**src/rtl/simple_adder_pkg.sv**
```systemverilog
// Shared types and constants for the two-stage pipelined adder.
package simple_adder_pkg;

    localparam int DEFAULT_WIDTH = 32;
    localparam int MAX_WIDTH = 256;

    typedef struct packed {
        logic carry;
        logic overflow;
        logic zero;
    } flags_t;

    function automatic logic [MAX_WIDTH-1:0] sat_max(input int w);
        logic [MAX_WIDTH-1:0] v;
        v = '0;
        for (int i = 0; i < w - 1; i++) v[i] = 1'b1;
        return v;
    endfunction

    function automatic logic [MAX_WIDTH-1:0] sat_min(input int w);
        logic [MAX_WIDTH-1:0] v;
        v = '0;
        v[w-1] = 1'b1;
        return v;
    endfunction

endpackage

```
**src/rtl/simple_adder_slice.sv**
```systemverilog
// N-bit ripple adder slice with carry-in and carry-out.
module adder_slice
    import simple_adder_pkg::*;
#(
    parameter int N = 16
) (
    input  logic [N-1:0] a,
    input  logic [N-1:0] b,
    input  logic         ci,
    output logic [N-1:0] sum,
    output logic         co
);

    assign {co, sum} = {1'b0, a} + {1'b0, b} + {{N{1'b0}}, ci};

endmodule

```
**src/rtl/simple_adder.sv**
```systemverilog
// Two-stage pipelined adder with carry/overflow/zero flags.
// Signed saturation on overflow when SIMPLE_ADDER_SAT_EN is defined.
module simple_adder
    import simple_adder_pkg::*;
#(
    parameter int WIDTH = DEFAULT_WIDTH
) (
    input  logic             clk,
    input  logic             rst_n,
    input  logic             in_valid,
    input  logic [WIDTH-1:0] a,
    input  logic [WIDTH-1:0] b,
    output logic             out_valid,
    output logic [WIDTH-1:0] out,
    output logic             carry,
    output logic             overflow,
    output logic             zero
);

    localparam int LO_WIDTH = WIDTH / 2;
    localparam int HI_WIDTH = WIDTH - LO_WIDTH;

    logic [LO_WIDTH-1:0] lo_nxt;
    logic                c1_nxt;
    logic [LO_WIDTH-1:0] lo_sum;
    logic                c1;
    logic [HI_WIDTH-1:0] a_hi;
    logic [HI_WIDTH-1:0] b_hi;
    logic                v1;

    logic [HI_WIDTH-1:0] hi_sum;
    logic                hi_co;
    logic                ovf;
    logic [WIDTH-1:0]    res;
    flags_t              fl;

    adder_slice #(.N(LO_WIDTH)) u_lo (
        .a   (a[LO_WIDTH-1:0]),
        .b   (b[LO_WIDTH-1:0]),
        .ci  (1'b0),
        .sum (lo_nxt),
        .co  (c1_nxt)
    );

    always_ff @(posedge clk or negedge rst_n) begin
        if (!rst_n) begin
            lo_sum <= '0;
            c1     <= 1'b0;
            a_hi   <= '0;
            b_hi   <= '0;
            v1     <= 1'b0;
        end else begin
            v1 <= in_valid;
            if (in_valid) begin
                lo_sum <= lo_nxt;
                c1     <= c1_nxt;
                a_hi   <= a[WIDTH-1:LO_WIDTH];
                b_hi   <= b[WIDTH-1:LO_WIDTH];
            end
        end
    end

    adder_slice #(.N(HI_WIDTH)) u_hi (
        .a   (a_hi),
        .b   (b_hi),
        .ci  (c1),
        .sum (hi_sum),
        .co  (hi_co)
    );

    assign ovf = (a_hi[HI_WIDTH-1] == b_hi[HI_WIDTH-1])
              && (hi_sum[HI_WIDTH-1] != a_hi[HI_WIDTH-1]);

`ifdef SIMPLE_ADDER_SAT_EN
    localparam logic [MAX_WIDTH-1:0] SMAX_F = sat_max(WIDTH);
    localparam logic [MAX_WIDTH-1:0] SMIN_F = sat_min(WIDTH);
    localparam logic [WIDTH-1:0] SMAX = SMAX_F[WIDTH-1:0];
    localparam logic [WIDTH-1:0] SMIN = SMIN_F[WIDTH-1:0];

    // Both operands negative saturates low, otherwise high.
    always_comb begin
        res = {hi_sum, lo_sum};
        if (ovf) res = a_hi[HI_WIDTH-1] ? SMIN : SMAX;
    end
`else
    assign res = {hi_sum, lo_sum};
`endif

    assign fl.carry    = hi_co;
    assign fl.overflow = ovf;
    assign fl.zero     = (res == '0);

    always_ff @(posedge clk or negedge rst_n) begin
        if (!rst_n) begin
            out_valid <= 1'b0;
            out       <= '0;
            carry     <= 1'b0;
            overflow  <= 1'b0;
            zero      <= 1'b0;
        end else begin
            out_valid <= v1;
            if (v1) begin
                out      <= res;
                carry    <= fl.carry;
                overflow <= fl.overflow;
                zero     <= fl.zero;
            end
        end
    end

endmodule

```
**config.mk**
```make
export PLATFORM = sky130hd
export DESIGN_NAME = simple_adder
export DESIGN_NICKNAME = d
export VERILOG_FILES = /design/src/rtl/simple_adder_pkg.sv /design/src/rtl/simple_adder_slice.sv /design/src/rtl/simple_adder.sv
export SDC_FILE = /design/constraint.sdc
export NUM_CORES = 1
export LEC_CHECK = 0
export ABC_CLOCK_PERIOD_IN_PS = 3210
export BUFFER_PORTS_ARGS = -buffer_cell sky130_fd_sc_hd__buf_2
export CAP_MARGIN = 40
export CORE_ASPECT_RATIO = 1.2
export CORE_UTILIZATION = 55
export DETAILED_ROUTE_END_ITERATION = 8
export PLACE_DENSITY = 0.81
export SETUP_SLACK_MARGIN = 0.05
export SKIP_CTS_REPAIR_TIMING = 1
export SLEW_MARGIN = 5
export SYNTH_ARGS = -nofsm -noshare
export SYNTH_HDL_FRONTEND = slang
export SYNTH_SLANG_ARGS = --single-unit
```
**constraint.sdc**
```tcl
create_clock -name clk -period 3.21 [get_ports clk]
set_input_delay 0 -clock clk [delete_from_list [all_inputs] [get_ports clk]]
set_output_delay 0 -clock clk [all_outputs]
set_load 0.05 [all_outputs]
```
=== After elaboration in Yosys (flattened, before gate mapping) ===
Cells that the tools add are included.
Widths: inputs -> output; s select.

* Register bits: 86
* Input port bits: 67
* Word-level logic and storage cells: 17

* $add $sub $neg: 3
* Eq/ne operators: 2
* Reductions and logical operators: 2

{| class="wikitable"
|+ Operators by type and width
! cell !! count
|-
| $add 16x16->17 || 2
|-
| $logic_not 32->1 || 1
|-
| $add 17x1->17 || 1
|-
| $eq 1x1->1 || 1
|-
| $logic_and 1x1->1 || 1
|-
| $ne 1x1->1 || 1
|}

=== Longest topological paths before layout ===
Gate-level depths: netlist (run 1).

* Word-level depth: 4
* Gate-level depth with buffers: 10
* Gate-level depth less buffers: 10

=== Cells and area by module ===
From an unflattened synthesis (run 1), not the netlist that was laid out.

* Cell total of the unflattened synthesis: 386
* Area, all modules: 4788.3 sq um

{| class="wikitable"
|+ By module, submodules not included
! module !! instances !! cells an instance !! area each (sq um) !! sequential area each (sq um)
|-
| simple_adder || 1 || 196 || 3264.4 || 2152.1
|-
| adder_slice at u_lo || 1 || 101 || 790.8 || 0.0
|-
| adder_slice at u_hi || 1 || 89 || 733.2 || 0.0
|}

=== Least setup slack after synthesis (run 1) ===
No wires, ideal clock.

* Path type: flip-flop to flip-flop
* Start: reg c1
* End: reg zero
* Setup time: 0.075 ns
* Arrival time: 2.589 ns
* Path slack: 0.547 ns
* Stages on the path, launching flop included: 10
* Path buffers: 0
* Path through: dfrtp_1 > fa_1 > fa_1 > a21o_1 > a221oi_1 > nor3b_1 > o21a_1 > o31ai_1 > nand2_1 > o2bb2ai_2

* Longest elaborated chain between the ends: 2

{| class="wikitable"
|+ RTL lines
! item !! RTL line !! RTL
|-
| start: declaration || simple_adder.sv:26 || <nowiki>logic c1;</nowiki>
|-
| start signal: assignment || simple_adder.sv:56 || <nowiki>c1 <= c1_nxt;</nowiki>
|-
| $add 17x1->17 || simple_adder_slice.sv:14 || <nowiki>assign {co, sum} = {1'b0, a} + {1'b0, b} + {{N{1'b0}}, ci};</nowiki>
|-
| $logic_not 32->1 || simple_adder.sv:91 || <nowiki>assign fl.zero = (res == '0);</nowiki>
|-
| end signal: assignment || simple_adder.sv:106 || <nowiki>zero <= fl.zero;</nowiki>
|-
| end: declaration || simple_adder.sv:17 || <nowiki>output logic zero</nowiki>
|}

Every way passes these cells.
A chain may end at the register's enable or synchronous reset.

=== Worst setup path in the final report (run 1) ===
Ends and elaborated chain as after synthesis.

==> results.md, run 1 <==
Synth:
- The number of warnings printed during yosys synthesis is 0.
- Yosys mapped the design onto 53 distinct sky130hd cell types.
- The synthesized design contains 86 register bits.
- The number of standard cells after synthesis is 411.
- The count of flip-flops with a built-in enable after synthesis is 0.
- The sequential share of the synthesized area is 45.6%.
- The synthesized net count is 512.
- After synthesis the cells add up to 0.00472 sq mm.
- Averaged over all synthesized cells, the footprint is 11.5 sq um.
- The most used flip-flop cell after synthesis is sky130_fd_sc_hd__dfrtp_1.
- The share of synthesized registers carrying an async set or reset is 100%.

Setup path:
- The endpoint of the worst register-to-register path is zero.
- The worst setup path is launched from a flop.
- The kind of cell adding the most delay to the critical path is adder cells.
- The critical path in this run is classified as flop to flop.
- The worst register-to-register path has a setup slack of 0.29 ns.
- The startpoint of the worst-slack reg-to-reg timing path is c1.
- The slowest stage of the critical path is the sky130_fd_sc_hd__fa_1 cell.
- The arrival time of data at the critical path endpoint is 3.21 ns.
- Walking the worst path, the cells encountered are fa_1 > fa_1 > a21o_1 > a221oi_1 > xor2_1 > o211ai_1 > nor4b_1 > nand4b_1 > o2bb2ai_2.
- The cell that appears most often on the critical path is sky130_fd_sc_hd__fa_1.
- STA puts the critical path data required time at 3.50 ns.
- The worst reg-to-reg path cell count is 9.
- The nature of the critical path endpoint is a flop.
- The worst path buffer plus inverter count is 0.
- The largest single stage delay on the critical path is 0.49 ns.
- The logic depth of the worst setup path including buffers is 9.
- The maximum fanout count along the critical path is 3.

Final layout:
- Leaving out fill and tap cells, the most frequent cells in the layout are sky130_fd_sc_hd__buf_2, sky130_fd_sc_hd__dfrtp_1, sky130_fd_sc_hd__mux2_2, sky130_fd_sc_hd__dlygate4sd3_1, sky130_fd_sc_hd__ha_1.
- The total of fill cells in the finished design is 603.
- The net count of the finished layout is 652.
- The library cell used most frequently in the layout, excluding fill and tap cells, is sky130_fd_sc_hd__buf_2.
- 0 antenna diodes ended up in the layout.
- The proportion of layout cells with a drive suffix above 1 is 35.1%.
- The multi-input combinational cell area is 0.00248 sq mm.
- The area growth from synthesis to layout is 25.6%.
- The sequential cell area is 0.00215 sq mm.

Min path:
- In this run the most critical hold path is launched from b[15].
- The min-delay analysis places its worst path in the category primary input to flop.
- The number of stages on the worst hold path is 4.
- The worst hold path terminates at lo_sum[15].

Floorplanning:
- The floorplan has 36 rows.
- 103 I/O pins were placed.
- The die covers 0.00896 sq mm.
- The placeable core region is 0.00824 sq mm.
- The overall die height is 103 microns.
- The starting density of the core is 57.3%.
- The die outline width is 86.6 microns.

Clock tree:
- Clock tree synthesis selected as its root buffer the cell sky130_fd_sc_hd__clkbuf_8.
- For the worst-skew pair, the clock arrives at the later sink with an insertion delay of 0.37 ns.
- Clock-pin slew was measured on the worst setup and hold paths at 0.10 ns.
- The longest clock path from root to sink contains 2 buffers.
- The H-tree was split into 3 levels.
- The TritonCTS clock tree is built.
- TritonCTS created 9 clock buffers.
- The TritonCTS sink count is 86.

GRT:
- The number of global-route vias before repair is 3444.
- The global-route usage over all layers is 23.6%.
- The maximum number of pins on one net before global-route repair is 52.
- The first global-routing pass estimated 16000 microns of wire.
- The initial antenna violation count came to 0.
- After global routing the overflow that remains totals 0.

Placement:
- The last weighted congestion value of the routability-driven placer is 0.873.
- In this run the tool buffered the top-level ports with 102 buffer cells.
- Once detailed placement completed, the half-perimeter wirelength came to 7560 microns.

Drt:
- The residual DRC count is 0.
- The detailed-routing wirelength on met1 is 4280 microns.
- The routed design uses 5250 microns of met2 wire.
- In the final routed layout, each cell accounts on average for 15.4 microns.
- The detailed-route via count is 3767.
- The count of nets left with antenna violations once routing finished came out at 0.
- For this run, the detailed router's first-pass iteration total came to 5.
- The wire length reported by the detailed router is 10300 microns.
- The number of DRC markers after the initial detailed-route iteration is 109.
- The wire length on met3 is 557 microns.
- The uppermost layer routed is met4.
- Using the TritonRoute via totals, the vias-per-cell ratio works out to 5.63.

Power:
- The total power divided by cell area is 634 mW/mm^2.
- In this run the static leakage power is 2.73 nW.
- Across the VDD grid, the largest voltage drop is 296 uV.
- Power comes to 3.76 mW.

STA:
- The clock tree skew after final layout is 0.0122 ns.
- The final-report max-slew violation count is 0.
- The transition time at the pin with the least slew margin is 0.638 ns.
- The relative slew slack is 57.5%.
- The final hold violation count was 0.
- The ratio of final minimum period to clock period is 91.0%.
- Setup violations remaining at the end of the flow were counted as 0.
- Setup repair after global routing left no endpoint under its margin.
- The minimum period implied by the final worst setup slack is 2.92 ns.
- The total negative slack is 0 ns.
- The upper clock frequency limit is 0.342 GHz.

Run status:
- The flow ran to the end, and the final reports show no timing, DRC or antenna violations.

Run:
- The number of maximum-capacitance violations is 0.
[synthesized netlist by cell type, types with 9 or more instances]
master	count	area (sq um)
sky130_fd_sc_hd__ha_1	31	388
sky130_fd_sc_hd__a21o_1	12	90.1
sky130_fd_sc_hd__o21ai_0	14	70.1
sky130_fd_sc_hd__xnor2_1	15	131
sky130_fd_sc_hd__nor3_1	9	45.0
sky130_fd_sc_hd__a21oi_1	23	115
sky130_fd_sc_hd__nor2_1	20	75.1
sky130_fd_sc_hd__dfrtp_1	86	2150
sky130_fd_sc_hd__inv_1	12	45.0
sky130_fd_sc_hd__mux2_2	65	732
sky130_fd_sc_hd__nand2_1	17	63.8
sky130_fd_sc_hd__clkbuf_1	11	41.3
[through the flow]
step	worst slack, ns	utilization, %	hold WS, ns	cell area (sq um)	cells
finish	0.290	71.9	0.0462	5930	669
global route	0.0852	71.9	0.0913	5930	669
CTS	0.259	67.6	-0.383	5580	634
detailed placement	0.308	65.2	0.0132	5370	619
global placement	0.357	64.9	0.234	5350	618
floorplan	0.547	-	-0.296	4720	411
[area by class of cell]
cell class / instances / share of cell area [%]
clock buffer: 9 / 2.09
clock inverter: 6 / 1.33
inverter: 12 / 0.760
multi-input combinational: 301 / 41.8
sequential: 86 / 36.3
tap: 114 / 2.41
timing repair buffer: 141 / 15.3
[worst max-delay path by stage]
stage,startpoint,end,slack [ns]
global placement,c1,zero,0.36
CTS,c1,zero,0.26
floorplan,c1,zero,0.55
global route,c1,zero,0.09
detailed placement,c1,zero,0.31
finish,c1,zero,0.29
[kinds of logic (layout without fill, tap and decap cells)]
logic type	after synthesis	count (layout)	share of synthesized area, %
multiplexers	66	66	15.7
adder cells (fa/ha/maj)	34	34	9.49
flip-flops	86	86	45.6
AO/OA/AOI/OAI	97	97	14.4
AND/OR/NAND/NOR	86	86	9.52
buffers and inverters	24	168	1.91
XOR/XNOR	18	18	3.34
[worst min-delay path, cell delays in order]
cell and delay [ns]:
sky130_fd_sc_hd__buf_2 0.08, sky130_fd_sc_hd__ha_1 0.13, sky130_fd_sc_hd__or3_1 0.10, sky130_fd_sc_hd__a31oi_1 0.07
[flip-flops by register name (all words and copies together) (netlist names)]
name	count
a_hi	16
b_hi	16
c1	1
carry	1
lo_sum	16
out	32
out_valid	1
overflow	1
v1	1
zero	1
[per-layer routing]
| metal | vias up | track usage [%] |
|---|---|---|
| met3 | 21 | 3.49 |
| met5 | - | 0 |
| met2 | 128 | 41.6 |
| met1 | 1804 | 28.7 |
| met4 | 0 | 10.8 |
| li1 | 1814 | - |
[where the power goes]
group | internal, mW | switching, mW
sequential | 1.30 | 0.141
clock | 0.373 | 0.415
combinational | 0.542 | 0.982
Power figures use the tool's default switching activity.
==> run 2: changes to the inputs <==
Settings changed: CAP_MARGIN 40 to 10, RECOVER_POWER from default to 50.
==> results.md, run 2 (synthesized netlist as in run 1, its figures left out) <==
Drt:
- The number of detailed-route iterations in the first pass came to 4 (-1).
- The detailed-route via count is 3697 (-1.9%).
- The number of routed nets with antenna violations was 0 (unchanged).
- The residual DRC count is 0 (unchanged).
- The number of DRC markers after the initial detailed-route iteration is 117 (+7.3%).
- The mean routed wirelength per cell is 15.5 microns (+0.63%).
- The wire length reported by the detailed router is 10400 microns (+0.63%).
- The via density per instance is 5.53 (-1.9%).

STA:
- Setup repair after global routing left no endpoint under its margin.
- The final hold violation count is 0 (unchanged).
- The relative slew slack is -80.7% (-140 points).
- The final-report max-slew violation count is 174 (+174).
- The setup violation total in the final timing report is 0 (unchanged).
- The ratio of final minimum period to clock period is 90.9% (-0.10 points).
- The clock tree skew after final layout is 0.0169 ns (+0.00467 ns).
- The post-layout worst setup margin came to 0.293 ns (+0.00323 ns).
- The upper clock frequency limit is 0.343 GHz (+0.11%).
- The minimum period implied by the final worst setup slack is 2.92 ns (-0.00323 ns).
- The transition time at the pin with the least slew margin is 2.71 ns (+2.07 ns).
- The total negative slack is 0 ns (unchanged).

Placement:
- The worst setup timing slack at the placement stage was 0.294 ns (-0.0140 ns).
- The detailed placer's ending HPWL is 7450 microns (-1.4%).
- The count of input and output buffers came to 102 (unchanged).
- The last weighted congestion value of the routability-driven placer is 0.873 (unchanged).

GRT:
- The initial antenna violation count is 0 (unchanged).
- The maximum number of pins on one net before global-route repair came to 87 (+67%).
- The global-route usage over all layers came to 22.8% (-0.74 points).
- The number of global-route vias before repair was 3413 (-0.90%).
- The aggregate global routing overflow is 0 (unchanged).
- The wire length of the first global-routing pass is 15800 microns (-1.2%).

Run status:
- The final reports fail on capacitance limit, slew limit.
- The flow ran to the end, but the final reports show violations.

Setup path:
- The start-to-end type of the worst setup path is flop to flop.
- The data required time of the critical path is 3.49 ns (about the same).
- The maximum fanout count along the critical path is 3 (unchanged).
- The type of element launching the critical path is a flop.
- The arrival time of data at the critical path endpoint is 3.20 ns (about the same).
- The worst setup path is captured at a flop.

Final layout:
- The number of flip-flops in the largest register is 32 (unchanged).
- Relative to the synthesized area, the layout overhead comes to 24.3%.
- The final layout net count came to 651 (-0.15%).
- The count of inserted antenna diode cells is 0 (unchanged).
- In the layout the commonest cells are sky130_fd_sc_hd__dfrtp_1, sky130_fd_sc_hd__buf_2, sky130_fd_sc_hd__mux2_2, sky130_fd_sc_hd__clkbuf_1, sky130_fd_sc_hd__dlygate4sd3_1.
- The proportion of layout cells with a drive suffix above 1 came to 28.1% (-7.0 points).
- The library cell used most frequently in the layout, excluding fill and tap cells, is sky130_fd_sc_hd__dfrtp_1.
- Ranked by flip-flop count, first place goes to out.

Min path:
- The worst hold path belongs to the class primary input to flop.

Power:
- The total power divided by cell area is 639 mW/mm^2 (+0.78%).
- The leakage power summed over all cells was 2.61 nW (-4.2%).
- The maximum vdd ir drop is 304 uV (+2.6%).

Run:
- The number of maximum-capacitance violations was 3 (+3).

Clock tree:
- The total clock buffers created by CTS is 9 (unchanged).
- TritonCTS built the clock tree.
- The maximum buffer depth of the clock tree is 2 (unchanged).
- The clock transition time at the flip-flop clock pins of the worst setup and hold paths is 0.10 ns (about the same).
- The TritonCTS sink count is 86 (unchanged).
- Clock tree synthesis selected as its root buffer the cell sky130_fd_sc_hd__clkbuf_8.
- The clock latency at the later pin of the worst-skew pair is 0.36 ns (about the same).
- The number of H-tree levels is 3 (unchanged).

Floorplanning:
- The die outline width is 86.6 microns (unchanged).
- The area of the die is 0.00896 sq mm (unchanged).
- The placeable core region came to 0.00824 sq mm (unchanged).
- The starting density of the core is 57.3% (unchanged).
- The number of top-level pins was 103 (unchanged).
- The overall die height was 103 microns (unchanged).
- The number of core rows is 36 (unchanged).
-- run 2: changes by cell type in the layout (fill, tap and decap cells not counted), sizes merged --
cell,previous run,this run
buf,106,66
inv,16,14
clkbuf,9,49
clkinv,1,3
-- run 2: report_power, final --
group	switching, mW	internal [mW]
combinational	0.984	0.502
sequential	0.147	1.31
clock	0.414	0.396
total	1.54	2.20
-- run 2: layout make-up --
cell class,instances,area [sq um]
Multi-Input combinational cell,301,2480
Fill cell,626,2380
Sequential cell,86,2150
Timing Repair Buffer,140,831
Tap cell,114,143
Clock buffer,10,138
Clock inverter,6,78.8
Inverter,12,45.0
-- run 2: routing by layer --
layer,routed length [microns],GRT usage [%]
met1,4480,28.4
met5,0,0
met4,94,6.03
met2,5350,41.6
met3,474,3.49
-- run 2: stage by stage --
step | hold slack [ns] | total power [mW] | std cells | util [%] | cell area [sq um]
after global placement | 0.234 | 2.91 | 618 | 64.9 | 5350
final | 0.0537 | 3.75 | 669 | 71.1 | 5860
after floorplan | -0.296 | 2.56 | 411 | - | 4720
after global routing | 0.0979 | 3.93 | 669 | 71.1 | 5860
after CTS | -0.139 | 3.76 | 634 | 67.6 | 5570
after detailed placement | 0.234 | 2.95 | 618 | 64.9 | 5350
-- run 2: worst max-delay path, cell delays in order (launching register included) --
cell and delay [ns]:
sky130_fd_sc_hd__dfrtp_1 0.42, sky130_fd_sc_hd__fa_1 0.49, sky130_fd_sc_hd__fa_1 0.45, sky130_fd_sc_hd__a21o_1 0.23, sky130_fd_sc_hd__a221oi_1 0.31, sky130_fd_sc_hd__xor2_1 0.22
sky130_fd_sc_hd__o211ai_1 0.12, sky130_fd_sc_hd__nor4b_1 0.32, sky130_fd_sc_hd__nand4b_1 0.16, sky130_fd_sc_hd__o2bb2ai_2 0.14
-- run 2: path summary, 6_finish.rpt --
check | from | end | slack (ns) | cells past startpoint
worst max-delay path | c1 | zero | 0.29 | 9
worst min-delay path | b[15] | lo_sum[15] | 0.05 | 4
worst max register to register | c1 | zero | 0.29 | 9
worst min register to register | out[23] | out[23] | 0.50 | 1
max in group asynchronous | rst_n | b_hi[14] | 1.19 | 2
min in group asynchronous | rst_n | b_hi[6] | 0.79 | 2
==> run 3: changes to the inputs <==
Settings changed: CORE_UTILIZATION 55 to 57, CTS_BUF_LIST from default to sky130_fd_sc_hd__clkbuf_8, PLACE_DENSITY 0.81 to 0.83.
==> results.md, run 3 (synthesized netlist as in run 1, its figures left out) <==
Run status:
- The flow ran to the end, but the final reports show violations.
- The final reports fail on capacitance limit, slew limit.

Final layout:
- The library cell used most frequently in the layout, excluding fill and tap cells, is sky130_fd_sc_hd__dfrtp_1.
- The area of all placed cells without fillers is 0.00582 sq mm (-0.81%).
- The count of inserted antenna diode cells is 0 (unchanged).
- The synthesis-to-finish area growth is 23.3%.
- The proportion of layout cells with a drive suffix above 1 is 28.3% (+0.15 points).
- The register with the most flip-flops is out.
- The number of flip-flops in the largest register is 32 (unchanged).
- The final layout net count is 648 (-0.46%).
- In the layout the commonest cells are sky130_fd_sc_hd__dfrtp_1, sky130_fd_sc_hd__mux2_2, sky130_fd_sc_hd__buf_2, sky130_fd_sc_hd__clkbuf_1, sky130_fd_sc_hd__dlygate4sd3_1.
- The total of fill cells in the finished design was 594 (-5.1%).

Floorplanning:
- The area of the die is 0.00865 sq mm (-3.4%).
- The number of top-level pins is 103 (unchanged).
- The starting density of the core is 58.5% (+1.3 points).
- The die outline width was 85.1 microns (-1.7%).
- The placeable core region is 0.00806 sq mm (-2.2%).
- The overall die height is 102 microns (-1.7%).
- The number of core rows is 36 (unchanged).

Drt:
- The met2 routed wirelength was 5420 microns (+1.3%).
- The uppermost layer routed is met4.
- The detailed-route via count is 3728 (+0.84%).
- The wire length on met3 is 452 microns (-4.6%).
- The number of detailed-route iterations in the first pass is 6 (+2).
- The number of DRC markers after the initial detailed-route iteration came to 138 (+18%).
- The residual DRC count was 0 (unchanged).
- The detailed-routing wirelength on met1 is 4330 microns (-3.4%).
- The number of routed nets with antenna violations is 0 (unchanged).
- The wire length reported by the detailed router is 10400 microns (about the same).
- The via density per instance is 5.76 (+4.3%).
- The mean routed wirelength per cell came to 16.1 microns (+3.4%).

STA:
- The final hold violation count is 0 (unchanged).
- The total negative slack is 0 ns (unchanged).
- The minimum period implied by the final worst setup slack is 2.97 ns (+0.0577 ns).
- The setup violation total in the final timing report came to 0 (unchanged).
- The final-report max-slew violation count is 174 (unchanged).
- The transition time at the pin with the least slew margin came to 2.67 ns (-0.0374 ns).
- Setup repair after global routing left no endpoint under its margin.
- The relative slew slack is -78.2% (+2.5 points).
- The upper clock frequency limit came to 0.336 GHz (-1.9%).
- The post-layout worst setup margin is 0.236 ns (-0.0577 ns).
- The clock tree skew after final layout came to 0.0154 ns (-0.00150 ns).
- The ratio of final minimum period to clock period was 92.7% (+1.8 points).

Power:
- The total power divided by cell area is 641 mW/mm^2 (+0.31%).
- The overall power came to 3.73 mW (-0.50%).
- The leakage power summed over all cells is 2.59 nW (-0.77%).
- The maximum vdd ir drop is 324 uV (+6.7%).

Run:
- The number of maximum-capacitance violations is 3 (unchanged).

Setup path:
- The biggest cell delay along the critical path came to 0.51 ns (+0.02 ns).
- Counting stages on the worst path, the most repeated cell is sky130_fd_sc_hd__fa_1.
- The setup path with the least slack is of type flop to flop.
- The worst path buffer plus inverter count is 0 (unchanged).
- The data required time of the critical path is 3.49 ns (about the same).
- The maximum fanout count along the critical path came to 3 (unchanged).
- Walking the worst path, the cells encountered are fa_1 > fa_1 > a21o_1 > a221oi_1 > xor2_1 > o211ai_1 > nor4b_2 > nand4b_1 > o2bb2ai_2.
- The arrival time of data at the critical path endpoint was 3.26 ns (+0.06 ns).
- The kind of cell adding the most delay to the critical path is adder cells.
- The highest-delay cell along the critical path is sky130_fd_sc_hd__fa_1.
- The type of element launching the critical path is a flop.
- The nature of the critical path endpoint is a flop.

Clock tree:
- The maximum buffer depth of the clock tree came to 2 (unchanged).
- The TritonCTS clock tree is built.
- The total clock buffers created by CTS is 9 (unchanged).
- The clock transition time at the flip-flop clock pins of the worst setup and hold paths is 0.08 ns (-0.02 ns).
- The TritonCTS sink count is 86 (unchanged).
- The clock latency at the later pin of the worst-skew pair is 0.35 ns (about the same).
- Clock tree synthesis selected as its root buffer the cell sky130_fd_sc_hd__clkbuf_8.
- The number of H-tree levels is 3 (unchanged).

GRT:
- The global-route usage over all layers is 24.0% (+1.2 points).
- The number of global-route vias before repair is 3638 (+6.6%).
- The aggregate global routing overflow is 0 (unchanged).
- The initial antenna violation count came to 0 (unchanged).
- The wire length of the first global-routing pass is 16400 microns (+3.3%).
- The maximum number of pins on one net before global-route repair is 87 (unchanged).

Placement:
- The detailed placer's ending HPWL came to 7370 microns (-1.1%).
- The worst setup timing slack at the placement stage is 0.213 ns (-0.0809 ns).
- The total cell area at the placement stage is 0.00532 sq mm (-0.58%).
- The count of input and output buffers came to 102 (unchanged).
- The last weighted congestion value of the routability-driven placer came to 0.911 (+4.4%).

Min path:
- The worst hold path belongs to the class primary input to flop.
run 3: cell types whose count changed in the layout (fill, tap and decap cells not counted), sizes merged:
cell and delta:
clkbuf +2, buf -2, clkinv -2, dlygate4sd3 -2, clkinvlp +1
run 3: worst paths after layout:
kind / depth (start not counted) / slack [ns] / endpoint / from
min: 3 / 0.02 / lo_sum[0] / b[0]
max: 9 / 0.24 / zero / c1
min in group asynchronous: 2 / 0.79 / out[26] / rst_n
min reg2reg: 2 / 0.51 / out[21] / out[21]
max in group asynchronous: 2 / 1.19 / out[23] / rst_n
max reg2reg: 9 / 0.24 / zero / c1
run 3: layout make-up:
| cell class | instances | area (sq um) | share of cell area, % |
|---|---|---|---|
| multi-input cells | 301 | 2480 | 42.7 |
| inverters | 12 | 45.0 | 0.774 |
| clock buffers | 11 | 151 | 2.60 |
| well taps | 95 | 119 | 2.04 |
| clock inverters | 5 | 63.8 | 1.10 |
| repair buffers | 137 | 802 | 13.8 |
| flip-flops and latches | 86 | 2150 | 37.0 |
run 3: worst register-to-register path, cell delays in order (launching register included):
cell and delay, ns:
sky130_fd_sc_hd__dfrtp_1 0.41, sky130_fd_sc_hd__fa_1 0.51, sky130_fd_sc_hd__fa_1 0.45, sky130_fd_sc_hd__a21o_1 0.23
sky130_fd_sc_hd__a221oi_1 0.33, sky130_fd_sc_hd__xor2_1 0.23, sky130_fd_sc_hd__o211ai_1 0.14, sky130_fd_sc_hd__nor4b_2 0.30
sky130_fd_sc_hd__nand4b_1 0.17, sky130_fd_sc_hd__o2bb2ai_2 0.13
run 3: report_power, final:
group	internal (mW)	switching [mW]	leakage (nW)	total (mW)
clock	0.409	0.388	0.107	0.797
combinational	0.497	0.979	1.48	1.48
sequential	1.31	0.151	1.01	1.46
run 3: metal layers:
layer | track usage [%] | up-vias
met5 | 0 | -
met3 | 4.40 | 20
met2 | 44.5 | 108
met4 | 8.21 | 0
li1 | - | 1795
met1 | 28.0 | 1805
run 3: per-stage QoR:
| stage | std cells | hold WS (ns) | util, % |
|---|---|---|---|
| global placement | 598 | 0.233 | 66.0 |
| CTS | 614 | -0.140 | 68.7 |
| floorplan | 411 | -0.296 | - |
| detailed placement | 598 | 0.235 | 66.0 |
| finish | 647 | 0.0182 | 72.1 |
| global route | 647 | 0.0109 | 72.1 |
